==> config.mk <==
export PLATFORM = sky130hd
export DESIGN_NAME = int_ctrl
export DESIGN_NICKNAME = d
export VERILOG_FILES = /design/src/rtl/int_ctrl_pkg.sv /design/src/rtl/int_ctrl_prio_enc6.sv /design/src/rtl/int_ctrl.sv
export SDC_FILE = /design/constraint.sdc
export NUM_CORES = 1
export LEC_CHECK = 0
export CORE_ASPECT_RATIO = 0.9
export CORE_MARGIN = 2
export CORE_UTILIZATION = 56
export CTS_CLUSTER_DIAMETER = 200
export DETAILED_ROUTE_END_ITERATION = 10
export DONT_BUFFER_PORTS = 1
export GPL_ROUTABILITY_DRIVEN = 1
export PLACE_DENSITY = 0.74
export SETUP_SLACK_MARGIN = 0.3
export SLEW_MARGIN = 10
export SYNTH_ARGS = -nofsm -noshare
export SYNTH_HDL_FRONTEND = slang
export SYNTH_HIERARCHICAL = 1
export SYNTH_SLANG_ARGS = --single-unit
==> constraint.sdc <==
create_clock -name clk -period 1.8 [get_ports clk]
set_input_delay 0.54 -clock clk [delete_from_list [all_inputs] [get_ports clk]]
set_output_delay 0.54 -clock clk [all_outputs]
set_load 0.005 [all_outputs]
==> src/rtl/int_ctrl_pkg.sv <==
// Shared definitions for the interrupt controller: register offsets, FSM encodings
// and the ISR status word layout.
package int_ctrl_pkg;
  localparam int N_SRC = 6;

  localparam logic [1:0] IC_MASK = 2'd0;
  localparam logic [1:0] IC_PEND = 2'd1;
  localparam logic [1:0] IC_EDGE = 2'd2;
  localparam logic [1:0] IC_ISR  = 2'd3;

  typedef enum logic [1:0] {
    ST_IDLE = 2'd0,
    ST_REQ  = 2'd1,
    ST_SVC  = 2'd2
  } ic_state_e;

  typedef struct packed {
    logic       vld;
    logic [2:0] id;
  } isr_t;

  // Id bits read as zero whenever nothing is in service.
  function automatic logic [31:0] isr_word(input isr_t s);
    return s.vld ? {1'b1, 28'b0, s.id} : 32'b0;
  endfunction
endpackage

==> src/rtl/int_ctrl_prio_enc6.sv <==
// Fixed-priority encoder for six sources; the lowest set index wins.
module prio_enc6 (
  input  logic [5:0] eligible,
  output logic       any,
  output logic [2:0] id
);
  always_comb begin
    any = |eligible;
    id  = 3'd0;
    for (int i = 5; i >= 0; i--)
      if (eligible[i]) id = 3'(i);
  end
endmodule

==> src/rtl/int_ctrl.sv <==
// Interrupt controller: latches peripheral requests, arbitrates by mask/priority and
// runs the request/ack/service handshake with CP0, plus the bridge register file.
module int_ctrl
  import int_ctrl_pkg::*;
(
  input  logic        clk,
  input  logic        rst,
  input  logic [5:0]  irq_in,
  input  logic        sel,
  input  logic        we,
  input  logic [1:0]  addr,
  input  logic [31:0] wdata,
  output logic [31:0] rdata,
  output logic [5:0]  hw_int,
  input  logic        int_ack,
  input  logic        eret
);
  ic_state_e  state;
  logic [2:0] id;
  logic [5:0] mask, pend, edge_m, irq_prev;
  logic [5:0] set_v, w1c, ack_clr, pend_nxt, eligible;
  logic [2:0] win_id;
  logic       win_any, wr_en, hold;
  logic       unused_wdata;

  assign unused_wdata = ^wdata[31:6];
  assign eligible     = pend & mask;

  prio_enc6 u_prio (
    .eligible (eligible),
    .any      (win_any),
    .id       (win_id)
  );

  always_comb begin
    wr_en   = sel & we;
    w1c     = (wr_en && addr == IC_PEND) ? wdata[5:0] : 6'd0;
    set_v   = (edge_m & irq_in & ~irq_prev) | (~edge_m & irq_in);
    hold    = mask[id] & pend[id];
    ack_clr = (state == ST_REQ && hold && int_ack && edge_m[id]) ? (6'd1 << id) : 6'd0;
    // New events are OR-ed in last so a set beats a same-cycle clear.
    pend_nxt = (pend & ~w1c & ~ack_clr) | set_v;
  end

  always_ff @(posedge clk) begin
    if (rst) begin
      mask     <= '0;
      pend     <= '0;
      edge_m   <= '0;
      irq_prev <= '0;
      state    <= ST_IDLE;
      id       <= '0;
      hw_int   <= '0;
    end else begin
      irq_prev <= irq_in;
      pend     <= pend_nxt;
      if (wr_en && addr == IC_MASK) mask   <= wdata[5:0];
      if (wr_en && addr == IC_EDGE) edge_m <= wdata[5:0];
      case (state)
        ST_IDLE: begin
          hw_int <= '0;
          if (win_any) begin
            id    <= win_id;
            state <= ST_REQ;
          end
        end
        ST_REQ: begin
          if (!hold) begin
            hw_int <= '0;
            state  <= ST_IDLE;
          end else if (int_ack) begin
            hw_int <= '0;
            state  <= ST_SVC;
          end else begin
            hw_int <= 6'd1 << id;
          end
        end
        ST_SVC: begin
          hw_int <= '0;
          if (eret) state <= ST_IDLE;
        end
        default: begin
          hw_int <= '0;
          state  <= ST_IDLE;
        end
      endcase
    end
  end

  always_comb begin
    rdata = 32'd0;
    if (sel) begin
      case (addr)
        IC_MASK: rdata = {26'd0, mask};
        IC_PEND: rdata = {26'd0, pend};
        IC_EDGE: rdata = {26'd0, edge_m};
        IC_ISR:  rdata = isr_word('{vld: (state == ST_SVC), id: id});
        default: rdata = 32'd0;
      endcase
    end
  end
endmodule

# Word-level counts from Yosys, hierarchy flattened
# Cells that the tools add are included.
# word_totals
inputBits	46
out_inout_bits	38
wordCells	67
reg_bits	35
# classes
n_eq_ne	8
n_lt_le_gt_ge	1
n_reduce_logical	12
shift	1
bitwise_logic	16
mux	22
# ops
op	count
case mux 32 bit (4 select lines)	1
two-way mux 32 bit	2
AND 6 bit	6
NOT 6 bit	4
two-way mux 3 bit	6
two-way mux 6 bit	2
bitwise OR 6 bit	2
binary-select mux 1 bit (select 3 bit)	3
two-way mux 2 bit	4
== test 2 bit (second input constant)	3
logical AND 1 bit	6
case mux 2 bit (3 select lines)	1
OR reduction 6 bit	1
left shift 1 x 3 -> 6 bit (first input constant)	1
== test 2 x 1 -> 1 bit (second input constant)	2
zero test 2 bit	2
less-than comparator 3 x 4 -> 1 bit (second input constant)	1
OR reduction 4 bit	1
two-way mux 1 bit	3
inequality test 3 bit (second input constant)	1
AND reduction 3 bit	1
AND 1 bit	2
inequality test 2 x 1 -> 1 bit (second input constant)	1
inequality test 2 bit (second input constant)	1
2 further kinds	3

# Depth between registers and ports, before layout
# Gate-level depths: netlist of the first run.
# logic_depth
word_depth	10
ltp_mapped	8
depth_no_buf	8

# Hierarchy
# The synthesis of the first run kept the hierarchy.
# by_module_without_submodules
module	seq_area_each_um2	area_per_inst_um2	cells_per_inst	instances
int_ctrl	700.7	1908.1	221	1
prio_enc6	0.0	52.6	10	1

# Worst setup path after synthesis of the first run
# OpenSTA, ideal clock, no wires.
# synth_timing
kind	reg-to-reg
start	register mask[0]
end	register state[0]
arrival_ns	1.658
setup_slack_ns	0.012
setup_time_ns	0.130
synth_period_minus_slack_ns	1.788
required_time_ns	1.670
path_buffers	0
path_stages_with_launch	8
path_cell_list	dfxtp_1 nand2_1 inv_1 or4_1 or3_1 nor3b_2 a32oi_1 o31ai_1
# synth_between
elab_cells_between_ends	10
cone_classes	eq/ne: 2; mux: 4; bitwise: 2; reduce/logical: 2
# synth_lines
item	line_no	source
start, declared	int_ctrl.sv:20	logic [5:0] mask, pend, edge_m, irq_prev;
start signal, assigned	int_ctrl.sv:57	if (wr_en && addr == IC_MASK) mask <= wdata[5:0];
AND 6 bit	int_ctrl.sv:27	assign eligible = pend & mask;
net eligible[0]	int_ctrl.sv:21	logic [5:0] set_v, w1c, ack_clr, pend_nxt, eligible;
OR reduction 6 bit	int_ctrl_prio_enc6.sv:8	any = |eligible;
net win_any	int_ctrl.sv:23	logic win_any, wr_en, hold;
inequality test 2 x 1 -> 1 bit (no line)	n/a	
AND reduction 3 bit (no line)	n/a	
end signal, assigned	int_ctrl.sv:51	state <= ST_IDLE;
end signal, assigned	int_ctrl.sv:64	state <= ST_REQ;
end signal, assigned	int_ctrl.sv:70	state <= ST_IDLE;
end, declared	int_ctrl.sv:18	ic_state_e state;
# The timed path passes the listed nets, and every way through them passes these cells. The select of a mux whose other input is x is not followed.
# A chain may end at the register's enable or synchronous reset.

# Worst setup path in the final report of the first run
# layout_timing
start	register mask[1]
end	register state[0]
# Same word-level chain as after synthesis.

==> metrics.md, run 1 <==
| Metric | Value |
|---|---|
| Status | `finished, violations left` |
| Failing checks | `setup timing` |
| Post-synthesis xor/xnor area fraction | `0%` |
| CTS tree | `yes` |
| CTS sink cnt | `35` |
| Final instance area | `between 2000 and 2500 sq um` |
| Initial antenna violation count | `0` |
| DR DRC count | `0` |
| Gr usage total | `24.6%` |
| Syn_area_per_cell | `8.49 sq um` |
| I/O pin count | `84` |
| Fraction of the mapped netlist area in compound gates | `15.8%` |
| Hold_buf cts | `0` |
| Synth warnings | `6` |
| Reg-to-reg slack, setup | `-0.02 ns` |
| Buf/Inv on CP | `1` |
| Worst EP required | `~2.0 ns` |
| Peak supply drop | `0.409 mV` |
| Netlist Area Pre-Place | `1960 sq um` |
| P_leak | `0.992 nW` |
| FILL cells | `just over 300` |
| Setup violations, final | `1` |
| PwrDens | `between 700 and 800 nW/um^2` |
| RD Place Congestion | `0.840` |
| Slowest stage delay, CP | `0.50 ns` |
| HP Class | `input pin to flip-flop` |
| I/O Buffers | `0` |
| Crit path cell chain | `nand2_2 > inv_2 > or4_4 > or3_1 > nor3b_4 > a32oi_1 > o31ai_1` |
| Yosys cell types | `41` |
| Ys async rst share | `0%` |
| Crit path capture type | `flip-flop` |
| Commonest cells in the netlist | `dfxtp_1 (35), nor2_1 (29), buf_4 (25), nand2_1 (20), mux2i_1 (18)` |
| Setup ws final | `-0.0240 ns` |
| Post-Synth Adder-Cell Area | `0%` |
| Congestion Overflow GR | `0` |
| Initial detailed-routing violation count | `between 100 and 150` |
| Slew Viols, Final | `0` |
| Primary FF master, synth | `dfxtp_1` |
| Final Hold Viols | `0` |
| Top-area cell type share of the netlist area | `between 30% and 40%` |
| Ratio of cells with drive above 1 in the final layout | `26.0%` |
| CP Class | `flip-flop to flip-flop` |
| Register area share after synthesis | `35.7%` |
| Die ar. | `about 4000 sq um` |
| Area leader, netlist | `dfxtp_1` |
| Layout Cells excl Fill | `just under 300` |
| HPWL Detailed | `3210 microns` |
| Post-DRT Antenna Nets | `0` |
| Placed insts | `279` |
| Multi-input logic area | `around 1100 sq um` |
| Final hold slack | `0.311 ns` |
| CTS max path bufs | `2` |
| N_diodes | `0` |
| Highest Clock Rate | `548 MHz` |
| RSZ-0062 raised after global routing | `true` |
| Num CTS Buffers | `5` |
| Critical path fanouts, max | `5` |
| Post-Syn Instances | `231` |
| Post-DP Area | `2010 sq um` |
| Worst EP arrival | `1.98 ns` |
| Vias per cell | `around 5.5` |
| Largest net degree at the start of global routing | `25` |
| Area Overhead vs Synth | `11.4%` |
| Htree depth | `2` |
| Reg area | `721 sq um` |
| Core ar. | `3350 sq um` |
| Post-synth EDFFs | `0` |
| Net count, final | `295` |
| Top cells by area, synth | `dfxtp_1 (36%), buf_4 (9.6%), mux2i_1 (9.2%)` |
| Cell with the most instances after synthesis | `dfxtp_1` |
| Final Cycle Share | `101%` |
| Clk_skew | `0.00732 ns` |
| Post-synthesis register bit count | `35` |
| Top delay family on crit path | `simple AND/OR/NAND/NOR gates` |
| Initial Utilization | `58.5%` |
| Via count | `1623` |
| Die Y | `roughly 60 microns` |
| Min cycle time layout | `1.82 ns` |
| Mean routed wirelength per cell | `15.0 microns` |
| DRT Pass-1 Iters | `4` |
| Max_cap viols | `0` |
| FP Rows | `20` |
| First-pass GRT wire length | `7300 microns` |
| CTS Root Buffer Type | `clkbuf_8` |
| Largest family of logic cells by synthesized area | `simple AND/OR/NAND/NOR gates` |
| Util after Layout | `between 60% and 70%` |
| CP max-delay cell | `or4_4` |
| Crit start category | `flip-flop` |
| Clk_lat worst skew | `about 0.28 ns` |
| Die Width | `between 60 and 70 microns` |
| Worst-path clk slew | `about 0.07 ns` |
| Drt total wl | `4420 microns` |
| Synth Area in Simple Gates | `24.2%` |
| Vias in the first global route | `1516` |
| Mux contribution to synthesized area | `9.19%` |
-- layer usage --
metal,wire length [microns],GRT usage (%),up-vias,share of wire (%)
li1,-,-,795,-
met1,1960,30.8,759,44
met2,2060,41.3,65,47
met3,380,8.10,4,8.6
met4,29,5.25,0,0.66
met5,0,0,-,0
-- worst paths after layout --
check | start | to | depth (start not counted)
worst max-delay path | mask[1] | state[0] | 7
worst max register to register | mask[1] | state[0] | 7
worst min register to register | irq_prev[2] | pend[2] | 1
worst min-delay path | rst | id[1] | 1
-- where the power goes --
group	leakage, nW	internal (W)	switching (W)
clock network	0.0422	0.000271	0.000259
logic	0.658	0.0000873	0.000101
registers	0.291	0.000804	0.0000203
-- sequential cells by signal, indices dropped and copies added (netlist names) --
| signal | count |
|---|---|
| hw_int | 6 |
| id | 3 |
| edge_m | 6 |
| state | 2 |
| mask | 6 |
| pend | 6 |
| irq_prev | 6 |
-- cell families after synthesis --
logic type,count (synthesis)
other,1
AND/OR/NAND/NOR,90
AO/OA/AOI/OAI,38
multiplexers,18
buffers and inverters,49
flip-flops,35
-- final cells by class --
class	instances	area share (%)
timing repair buffer	20	7.05
inverter	16	2.75
sequential	35	33.0
multi-input combinational	171	50.9
clock buffer	7	3.50
clock inverter	1	0.229
tap	44	2.52
-- through the flow --
| step | setup WS [ns] | total power (W) | setup TNS (ns) |
|---|---|---|---|
| 2_1_floorplan | 0.0227 | 0.00104 | 0 |
| 3_3_place_gp | -0.0450 | 0.00101 | -0.0450 |
| 3_5_place_dp | -0.0654 | 0.00102 | -0.0687 |
| 4_1_cts | -0.0150 | 0.00155 | -0.0150 |
| 5_1_grt | -0.107 | 0.00161 | -0.203 |
| 6_report | -0.0240 | 0.00154 | -0.0240 |
-- layout by cell type, fill, tap and decap left out, types with 4 or more instances in the layout --
cell	count
a21oi_1	6
and2_4	4
buf_4	19
clkbuf_8	5
conb_1	25
dfxtp_1	23
dfxtp_2	10
inv_1	12
inv_2	4
mux2i_1	18
nand2_1	18
nand2b_1	5
nand3_1	5
nor2_1	28
nor2b_1	4
nor3_1	4
o21ai_1	4
o31ai_1	4
o41ai_1	4
-- timing repair --
item / 4_1_cts / 5_1_grt
setup endpoints to repair: 12 / 14
resized for setup: 20 / 2
pin swaps: 9 / 4
buffers inserted: 7 / 0
Note: power is estimated with default switching activity, not from simulation.
==> inputs of run 2 (changes only) <==
--- a/config.mk
+++ b/config.mk
@@ -7,12 +7,12 @@
 export LEC_CHECK = 0
 export CORE_ASPECT_RATIO = 0.9
 export CORE_MARGIN = 2
-export CORE_UTILIZATION = 56
+export CORE_UTILIZATION = 67
 export CTS_CLUSTER_DIAMETER = 200
 export DETAILED_ROUTE_END_ITERATION = 10
 export DONT_BUFFER_PORTS = 1
 export GPL_ROUTABILITY_DRIVEN = 1
-export PLACE_DENSITY = 0.74
+export PLACE_DENSITY = 0.83
 export SETUP_SLACK_MARGIN = 0.3
 export SLEW_MARGIN = 10
 export SYNTH_ARGS = -nofsm -noshare
==> constraint.sdc (replaced) <==
create_clock -name clk -period 2.3 [get_ports clk]
set_input_delay 0.69 -clock clk [delete_from_list [all_inputs] [get_ports clk]]
set_output_delay 0.69 -clock clk [all_outputs]
set_load 0.005 [all_outputs]
==> run 2 against run 1 <==
Compared with the run above:
- the flow now finishes without violations
- clock skew fell by 0.0013 ns
- largest power group unchanged
- wire length fell by 3.6%
- highest routed layer unchanged
- design area fell by 8.3%
- sequential power fell by 21%
- global-route usage rose by 2.4 points
- sequential share of layout area rose by 2.5 points
==> metrics.md, run 2 (synthesized netlist as in run 1, its figures left out) <==
| Metric | Value |
|---|---|
| Status | `completed` |
| FP Rows | `18` |
| Post-Place Worst Slack | `0.330 ns` |
| RD Place Congestion | `0.891` |
| Cells on worst reg2reg path | `7` |
| DR DRC count | `0` |
| Most frequent cells in the layout | `dfxtp_1 (31), nor2_1 (29), conb_1 (25)` |
| FILL cells | `232` |
| Mean routed wirelength per cell | `about 16 microns` |
| Int Power | `0.000863 W` |
| Crit start category | `flip-flop` |
| Net count, final | `~280` |
| Via count | `1601` |
| Hold_buf cts | `0` |
| Max_cap viols | `0` |
| Crit path cell chain | `and4b_2 > a221oi_2 > nor2_1` |
| Multi-input logic area | `1090 sq um` |
| CTS sink cnt | `35` |
| Rel. slew slack | `between 60% and 70%` |
| Final Cycle Share | `85.8%` |
| I/O Buffers | `0` |
| Slowest stage delay, CP | `0.36 ns` |
| Worst EP required | `1.61 ns` |
| I/O pin count | `between 80 and 90` |
| Core ar. | `2770 sq um` |
| Htree depth | `2` |
| Post-DRT Antenna Nets | `0` |
| Sequential share of power | `between 50% and 60%` |
| RSZ-0062 raised after global routing | `true` |
| Setup violations, final | `0` |
| N_diodes | `0` |
| Commonest non-fill, non-tap cell in the layout | `dfxtp_1` |
| Highest Clock Rate | `507 MHz` |
| Net Sw Frac | `25.3%` |
| Setup TNS | `0 ns` |
| Area Overhead vs Synth | `2.11%` |
| CTS tree | `yes` |
| Worst EP arrival | `about 1.3 ns` |
| Die ar. | `3380 sq um` |
| Clock Power Share | `33.0%` |
| Ratio of cells with drive above 1 in the final layout | `14.6%` |
| Congestion Overflow GR | `0` |
| DRT Pass-1 Iters | `4` |
| Vias per cell | `5.86` |
| CP Class | `flip-flop to output pin` |
| Die Width | `61.0 microns` |
| Crit path capture type | `output pin` |
| Vias in the first global route | `about 1400` |
| P_leak | `0.885 nW` |
| Drt total wl | `around 4300 microns` |
| HP Class | `input pin to flip-flop` |
| Gr usage total | `26.9%` |
| CTS max path bufs | `2` |
| Final Hold Viols | `0` |
| CTS Root Buffer Type | `clkbuf_4` |
| Initial antenna violation count | `0` |
| PwrDens | `577 nW/um^2` |
| Clk_lat worst skew | `0.35 ns` |
| Num CTS Buffers | `5` |
| Critical path fanouts, max | `4` |
| Setup ws final | `0.326 ns` |
| HPWL Detailed | `3000 microns` |
| Min cycle time layout | `1.97 ns` |
| Peak supply drop | `0.400 mV` |
| Clk_skew | `slightly above 0.006 ns` |
| Worst-margin pin slew | `between 0.5 and 0.6 ns` |
| Initial Utilization | `a little over two thirds` |
| Reg area | `711 sq um` |
| Comb pwr share | `11.0%` |
| Worst-path clk slew | `~0.10 ns` |
| First-pass GRT wire length | `6830 microns` |
| Largest net degree at the start of global routing | `25` |
| Sw power | `roughly 0.0003 W` |
| Die Y | `55.3 microns` |
| Hold path depth | `1` |
| Slew Viols, Final | `0` |
| Initial detailed-routing violation count | `about 110` |
| CP max-delay cell | `dfxtp_4` |
-- run 2: changes by cell type in the layout (fill, tap and decap cells not counted), moves of 2 or more --
cell / before / now
o21ai_0: 2 / 4
dfxtp_2: 10 / 2
clkbuf_4: 0 / 5
and2_4: 4 / 0
and2_1: 2 / 6
buf_4: 19 / 3
clkbuf_8: 5 / 2
dfxtp_1: 23 / 31
o21ai_1: 4 / 2
-- run 2: power by group through the flow --
stage	Sequential [W]	Clock, W	Combinational (W)
floorplan	0.000655	0	0.000143
global placement	0.000661	0	0.000112
detailed placement	0.000661	0	0.000116
CTS	0.000646	0.000382	0.000119
global route	0.000651	0.000409	0.000144
finish	0.000648	0.000381	0.000127
-- run 2: timing repair --
action	4_1_cts	5_1_grt
endpoints found under the setup margin	3	8
cloned	0	0
setup buffers	1	2
resized for setup	4	12
pin swaps	1	3
-- run 2: metal layers --
| metal | GRT usage, % | wire length [microns] |
|---|---|---|
| met5 | 0 | 0 |
| met2 | 39.8 | 1920 |
| met4 | 9.63 | 110 |
| met1 | 37.2 | 1830 |
| met3 | 7.26 | 399 |
-- run 2: critical path, delay by kind of cell (launching register included) --
family,cells,cell delay (ns)
and+or+nand+nor,2,0.35
AOI/OAI and AO/OA,1,0.22
DFF,1,0.36
-- run 2: layout make-up --
type | count | share of cell area [%]
inverters | 16 | 3.00
well taps | 40 | 2.50
clock buffers | 8 | 3.44
flip-flops and latches | 35 | 35.5
repair buffers | 3 | 1.13
multi-input cells | 171 | 54.4
-- run 2: per-stage QoR --
stage / hold WS, ns / std cells / power [W] / instance area (sq um) / util [%]
2_1_floorplan: 0.445 / 255 / 0.000799 / 2050 / -
3_3_place_gp: 0.455 / 262 / 0.000773 / 1870 / 67.4
3_5_place_dp: 0.459 / 262 / 0.000777 / 1870 / 67.4
4_1_cts: 0.398 / 271 / 0.00115 / 1950 / 70.4
5_1_grt: 0.392 / 273 / 0.00120 / 2000 / 72.3
6_report: 0.396 / 273 / 0.00116 / 2000 / 72.3
-- run 2: worst paths after layout --
kind,start,end,slack [ns]
worst max-delay path,state[0],rdata[0],0.33
worst min-delay path,rst,mask[0],0.40
worst max register to register,mask[1],state[0],0.41
worst min register to register,irq_prev[0],pend[0],0.47
==> inputs of run 3 (changes only) <==
--- a/config.mk
+++ b/config.mk
@@ -13,7 +13,8 @@
 export DONT_BUFFER_PORTS = 1
 export GPL_ROUTABILITY_DRIVEN = 1
 export PLACE_DENSITY = 0.83
-export SETUP_SLACK_MARGIN = 0.3
+export REMOVE_ABC_BUFFERS = 1
+export SETUP_SLACK_MARGIN = 0.5
 export SLEW_MARGIN = 10
 export SYNTH_ARGS = -nofsm -noshare
 export SYNTH_HDL_FRONTEND = slang
==> run 3 against run 2 <==
Compared with the run above:
- combinational power up 6%
- worst hold slack better by 0.0098 ns
- die area unchanged
- clock-buffer cell count down 2
- design area up 2.2%
- wire length up 3.0%
- clock skew down 0.0014 ns
- sequential share of layout area down 0.15 points
- utilization up 1.6 points
- largest cell class unchanged
- global-route usage about the same
- via count up 0.75%
==> metrics.md, run 3 (synthesized netlist as in run 1, its figures left out) <==
| Metric | Value |
|---|---|
| Vias in the first global route | `1438` |
| Gr usage total | `26.9%` |
| CTS tree | `yes` |
| Buf/Inv on CP | `0` |
| CTS Root Buffer Type | `clkbuf_4` |
| Highest Clock Rate | `500 MHz` |
| Worst-path clk slew | `0.09 ns` |
| Htree depth | `2` |
| Overall Power | `0.00108 W` |
| Via count | `about 1600` |
| CP max-delay cell | `dfxtp_4` |
| HPWL Detailed | `2940 microns` |
| Area Overhead vs Synth | `4.34%` |
| Initial detailed-routing violation count | `128` |
| FILL cells | `211` |
| Crit path capture type | `output pin` |
| DRT Pass-1 Iters | `4` |
| DR DRC count | `0` |
| Post-DP Area | `around 1900 sq um` |
| CTS sink cnt | `35` |
| Worst-margin pin slew | `~0.55 ns` |
| Vias per cell | `5.89` |
| Post-Place Worst Slack | `0.283 ns` |
| Worst EP required | `roughly 1.6 ns` |
| Net count, final | `281` |
| Top delay family on crit path | `simple AND/OR/NAND/NOR gates` |
| PwrDens | `around 530 nW/um^2` |
| Setup ws final | `0.301 ns` |
| Slowest stage delay, CP | `0.36 ns` |
| HP Class | `input pin to flip-flop` |
| Setup TNS | `0 ns` |
| Initial antenna violation count | `0` |
| Final Cycle Share | `between 80 and 90%` |
| N_diodes | `0` |
| Hold_buf cts | `0` |
| I/O Buffers | `0` |
| RSZ-0062 raised after global routing | `true` |
| Max_cap viols | `0` |
| Post-DRT Antenna Nets | `0` |
| Rel. slew slack | `a little over three fifths` |
| Largest net degree at the start of global routing | `25` |
| FP Rows | `18` |
| Final Hold Viols | `0` |
| Die ar. | `3380 sq um` |
| Peak supply drop | `0.424 mV` |
| Worst EP arrival | `approximately 1.3 ns` |
| Final instance area | `2050 sq um` |
| Slew Viols, Final | `0` |
| CTS max path bufs | `2` |
| CP Class | `flip-flop to output pin` |
| Num CTS Buffers | `5` |
| Setup violations, final | `0` |
| RD Place Congestion | `0.888` |
| Critical path fanouts, max | `4` |
| P_leak | `0.903 nW` |
| Initial Utilization | `70.8%` |
| Status | `completed` |
| Mean routed wirelength per cell | `16.0 microns` |
| Clk_lat worst skew | `approximately 0.34 ns` |
| Commonest non-fill, non-tap cell in the layout | `nor2_1` |
| Congestion Overflow GR | `0` |
| Drt total wl | `4390 microns` |
| I/O pin count | `84` |
| Crit start category | `flip-flop` |
| Core ar. | `approximately 2800 sq um` |
| Crit path cell chain | `and4b_2 > a221oi_2 > nor2_1` |
| Min cycle time layout | `2.00 ns` |
| Die Width | `slightly above 60 microns` |
| Ratio of cells with drive above 1 in the final layout | `around 22%` |
| Die Y | `roughly 55 microns` |
| First-pass GRT wire length | `approximately 6800 microns` |
| Most frequent cells in the layout | `nor2_1 (29), conb_1 (25), dfxtp_1 (23)` |
| Clk_skew | `0.00466 ns` |
==> run 3: power breakdown <==
part	switching, W	internal [W]
logic	0.0000753	0.0000599
clock network	0.000187	0.000109
registers	0.0000217	0.000629
total	0.000284	0.000798
==> run 3: repair_timing <==
item / CTS / global route
buffers inserted: 4 / 2
gates resized for setup: 27 / 11
endpoints found under the setup margin: 11 / 11
pin swaps: 10 / 6
==> run 3: path summary, 6_finish.rpt <==
| path | startpoint | end | slack (ns) | cells after the start |
|---|---|---|---|---|
| setup / recovery | state[0] | rdata[1] | 0.30 | 3 |
| hold / removal | rst | mask[5] | 0.41 | 1 |
| setup reg to reg | pend[2] | state[0] | 0.37 | 7 |
| hold reg to reg | irq_prev[0] | pend[0] | 0.47 | 1 |
==> run 3: routing by layer <==
metal | wire length [microns] | part of all wire (%) | global-route usage [%] | vias up
met2 | 2070 | 47 | 40.3 | 82
met4 | 57 | 1.3 | 9.63 | 0
met3 | 422 | 9.6 | 7.96 | 5
met1 | 1840 | 42 | 36.3 | 762
met5 | 0 | 0 | 0 | -
li1 | - | - | - | 764
==> run 3: per-stage QoR <==
step,hold slack (ns),std cells,util (%)
floorplan,0.445,222,-
global route,0.380,274,73.8
CTS,0.391,272,72.4
global placement,0.453,262,67.4
finish,0.406,274,73.8
detailed placement,0.459,262,67.4
==> run 3: area by class of cell <==
type	count	area [sq um]	share of cell area [%]
timing repair buffer	6	48.8	2.39
inverter	16	60.1	2.94
clock buffer	6	41.3	2.02
tap	40	50.0	2.45
sequential	35	723	35.4
multi-input combinational	171	1120	54.9
==> run 3: worst register-to-register path, stage by stage (launching register included) <==
cell	delay, ns
dfxtp_4	0.37
nand2_4	0.08
inv_2	0.04
or4_4	0.52
or3_1	0.32
nor3b_4	0.18
a32oi_1	0.17
o31ai_1	0.11
